<file path="config.mk">
export PLATFORM = sky130hd
export DESIGN_NAME = mux2_1
export DESIGN_NICKNAME = d
export VERILOG_FILES = /design/src/rtl/mux2_1_pkg.sv /design/src/rtl/mux2_1_skid.sv /design/src/rtl/mux2_1.sv
export SDC_FILE = /design/constraint.sdc
export NUM_CORES = 1
export LEC_CHECK = 0
export CORE_AREA = 2 2 39 41
export CTS_CLUSTER_SIZE = 28
export DETAILED_ROUTE_END_ITERATION = 8
export DIE_AREA = 0 0 41 43
export PLACE_DENSITY_LB_ADDON = 0.15
export SYNTH_ARGS = -nofsm -noshare
export SYNTH_HDL_FRONTEND = slang
export SYNTH_SLANG_ARGS = --single-unit
</file>
<file path="constraint.sdc">
create_clock -name clk -period 2.3 [get_ports clk]
set_input_delay 0.345 -clock clk [delete_from_list [all_inputs] [get_ports clk]]
set_output_delay 0.345 -clock clk [all_outputs]
set_load 0.01 [all_outputs]
</file>
<file path="src/rtl/mux2_1_pkg.sv">
// Shared definitions for the 2:1 selector: default width and the select function
// used by both the combinational and the registered paths.
package mux2_1_pkg;

  localparam int DEFAULT_WIDTH = 1;
  localparam int MAX_WIDTH     = 64;

  // Operands are zero-extended to MAX_WIDTH by the caller; s=0 picks a, s=1 picks b.
  function automatic logic [MAX_WIDTH-1:0] sel2(
    input logic                 s,
    input logic [MAX_WIDTH-1:0] a,
    input logic [MAX_WIDTH-1:0] b
  );
    return s ? b : a;
  endfunction

endpackage

</file>
<file path="src/rtl/mux2_1_skid.sv">
// Two-entry valid/ready skid buffer: an output register plus one skid register.
// in_ready comes straight from a flop, so y_ready never reaches it combinationally.
module mux2_1_skid #(
  parameter int WIDTH = 1
) (
  input  logic             clk,
  input  logic             rst_n,
  input  logic [WIDTH-1:0] in_data,
  input  logic             in_valid,
  output logic             in_ready,
  output logic [WIDTH-1:0] out_data,
  output logic             out_valid,
  input  logic             out_ready
);

  logic [WIDTH-1:0] out_data_reg;
  logic             out_valid_reg;
  logic [WIDTH-1:0] skid_data_reg;
  logic             skid_valid_reg;

  always_ff @(posedge clk or negedge rst_n) begin
    if (!rst_n) begin
      out_data_reg   <= '0;
      out_valid_reg  <= 1'b0;
      skid_data_reg  <= '0;
      skid_valid_reg <= 1'b0;
    end else if (!out_valid_reg || out_ready) begin
      // Output register is free this edge; the skid entry is older, so it goes first.
      if (skid_valid_reg) begin
        out_data_reg   <= skid_data_reg;
        out_valid_reg  <= 1'b1;
        skid_valid_reg <= 1'b0;
      end else if (in_valid) begin
        out_data_reg  <= in_data;
        out_valid_reg <= 1'b1;
      end else begin
        out_valid_reg <= 1'b0;
      end
    end else if (in_valid && !skid_valid_reg) begin
      skid_data_reg  <= in_data;
      skid_valid_reg <= 1'b1;
    end
  end

  assign in_ready  = !skid_valid_reg;
  assign out_data  = out_data_reg;
  assign out_valid = out_valid_reg;

endmodule

</file>
<file path="src/rtl/mux2_1.sv">
// 2:1 selector with a zero-latency combinational output and a registered
// valid/ready output backed by a two-entry skid buffer.
module mux2_1
  import mux2_1_pkg::*;
#(
  parameter int WIDTH = DEFAULT_WIDTH
) (
  input  logic             clk,
  input  logic             rst_n,
  input  logic [WIDTH-1:0] i0,
  input  logic [WIDTH-1:0] i1,
  input  logic             s,
  input  logic             in_valid,
  output logic             in_ready,
  output logic [WIDTH-1:0] y_comb,
  output logic [WIDTH-1:0] y,
  output logic             y_valid,
  input  logic             y_ready
);

  logic [MAX_WIDTH-1:0] sel_wide;
  logic [WIDTH-1:0]     sel_word;

  assign sel_wide = sel2(s, MAX_WIDTH'(i0), MAX_WIDTH'(i1));
  assign sel_word = WIDTH'(sel_wide);
  assign y_comb   = sel_word;

  mux2_1_skid #(
    .WIDTH (WIDTH)
  ) u_skid (
    .clk       (clk),
    .rst_n     (rst_n),
    .in_data   (sel_word),
    .in_valid  (in_valid),
    .in_ready  (in_ready),
    .out_data  (y),
    .out_valid (y_valid),
    .out_ready (y_ready)
  );

endmodule

</file>
==> flow_summary.toml, run 1 <==
[synth]
synth_edf_count = 0
synth.distinct_cells = 11
synth.net_count = 24
yosysMostFrequentCell = "dfrtp_1"
synthCells = 17
synth_top_flop_cell = "dfrtp_1"
yosys_register_bits = 4
syn_area_um2 = 195
synth_common_cells = "dfrtp_1, mux2_4, nand3_1, nor2_1"
netlist.area_leader.share_pct = 51.3
ys_seq_area_share_pct = 51.3
synth_area_leaders = "dfrtp_1, mux2_4, nor2b_4, nand3_1, or2b_2"
synth_top_area_cell = "dfrtp_1"
synth_area_per_cell_um2 = 11.5
yosys_warnings = 0
synthArstFlopShare_pct = 100

[clocking]
clock_tree.buffer_depth = 2
cts_sinks = 4
ctsHoldBuffers = 0
postCtsSetupBuffers = 0
clk_pin_slew_worst_paths_ns = 0.04
htree_levels = 1
insertion_delay_ns = 0.24
numCtsBuffers = 3
ctsResizeCount = 0
root_buffer = "clkbuf_4"
cts_tree = "done"

[global_route]
grt_max_degree = 5
grt_pass1_vias = 161
antenna_found_initial = 0
grt_use_total_pct = 6.65
overflow = 0
grt_pass1_wl_um = 676

[layout]
antennaDiodeCount = 0
area_growth_pct = 73.1
n_fill_cell = 149
drive_gt1_share_pct = 23.3
final_cells = 46
nets = 39
seq_area_um2 = 100
multiInputGateArea_um2 = 91.3

[worst_setup_path]
worstPathArrival_ns = 1.61
cp_max_fo = 3
start_kind = "input pin"
worstPathRequired_ns = 1.96
crit_type = "input pin to primary output"
crit_path_end_kind = "primary output"

[detailed_routing]
totalWireLength_um = 421
via_per_inst = 4.04
routed-via-count = 186
route.detailed.drc = 0
drtIter0Drc = 5
post_drt_wl_per_cell_um = 9.15
antenna_left = 0
drt_pass1_iterations = 4

[pwr]
p_sw_mw = 0.0549
p_int_mw = 0.178
p_leak_nw = 0.152
swShare_pct = 23.6
pwr-share-comb_pct = 24.7
clockPowerShare_pct = 37.3
powerDensity_mw_per_mm2 = 690
seqPwrFrac_pct = 38.0
ir_drop_v = 0.000156

[sta]
worstMarginPinSlew_ns = 0.192
rsz0062_at_grt = "no"
tns_ns = 0
fin_worst_skew_ns = 0.00191
setup_viol_count_final = 0
max_slew_margin_pct = 87.2
holdWs_ns = 0.315
fin_crit_ns = 1.96
fmax_mhz = 510
slew_viol_final = 0
timing.final.crit_share_pct = 85.2
hold_viol_final = 0

[run]
cap_viol_max_count = 0

[die]
die-area_mm2 = 0.00176
fp.coreArea_mm2 = 0.00138
start_util_pct = 14.1
die_w_um = 41
row_count = 14
die_h_um = 43
ios = 11

[place]
port_buffers = 10
dp.cells = 43
dp_hpwl_um = 334
gp_congestion = 0.769

[outcome]
status = "completed"

[hold_path]
holdCritPathClass = "input pin to asynchronous set/reset pin"
through the flow:
step / power [mW] / util (%) / worst slack, ns / cell area (um2)
final: 0.233 / 24.4 / 0.340 / 338
after global routing: 0.247 / 24.4 / 0.309 / 338
after CTS: 0.236 / 24.4 / 0.337 / 338
after global placement: 0.147 / 22.8 / 0.341 / 315
after floorplan: 0.115 / - / 1.19 / 195
after detailed placement: 0.147 / 22.8 / 0.342 / 315
layer usage:
metal,vias up,routed length (um),track usage [%]
met3,2,62,4.71
met5,-,0,0
met4,0,9,8.00
met2,16,184,7.19
li1,86,-,-
met1,82,165,7.17
worst max-delay path, stage by stage:
cell and delay, ns:
clkdlybuf4s50_1 0.48, mux2_4 0.32, clkdlybuf4s50_1 0.48
power groups by stage:
stage | clock network (mW) | registers, mW | logic (mW)
6_report | 0.0869 | 0.0885 | 0.0576
3_5_place_dp | 0 | 0.0891 | 0.0580
3_3_place_gp | 0 | 0.0891 | 0.0583
2_1_floorplan | 0 | 0.0906 | 0.0242
4_1_cts | 0.0892 | 0.0885 | 0.0585
5_1_grt | 0.0944 | 0.0900 | 0.0625
layout make-up:
class,count,share of cell area [%]
Clock buffer,3,6.67
Multi-Input combinational cell,12,27.0
Inverter,1,1.11
Tap cell,16,5.93
Sequential cell,4,29.6
Timing Repair Buffer,10,29.6
cells by family (layout without fill, tap and decap cells):
family,count (synthesis),after routing,share of synthesized area (%)
flip-flops,4,4,51.3
buffers and inverters,1,14,1.92
multiplexers,2,2,15.4
AND/OR/NAND/NOR,9,9,28.8
AO/OA/AOI/OAI,1,1,2.56
worst paths after layout:
path	cells past startpoint	startpoint	to	slack [ns]
setup / recovery	3	s	y_comb	0.34
hold / removal	1	rst_n	u_skid.skid_data_reg$_DFFE_PN0P_	0.32
setup reg to reg	3	u_skid.out_valid$_DFFE_PN0P_	u_skid.skid_data_reg$_DFFE_PN0P_	1.19
hold reg to reg	2	u_skid.out_data$_DFFE_PN0P_	u_skid.out_data$_DFFE_PN0P_	0.52
max in group asynchronous	1	rst_n	u_skid.out_valid$_DFFE_PN0P_	1.81
min in group clk	2	u_skid.out_data$_DFFE_PN0P_	u_skid.out_data$_DFFE_PN0P_	0.52
layout by cell type (no fill, tap or decap), drive strengths merged:
master / n
nand4: 1
or2b: 1
mux2: 2
nor2b: 1
nand2: 1
dfrtp: 4
o21ai: 1
nand3: 2
inv: 1
nor2: 2
clkdlybuf4s50: 10
and3: 1
clkbuf: 3
Note: power is estimated with default switching activity, not from simulation.
==> run 2: changes to the inputs <==
TNS_END_PERCENT = 50   (was not set)
==> results of run 2 <==
Same layout as run 1: the final DEF is identical, and so are final timing and power.
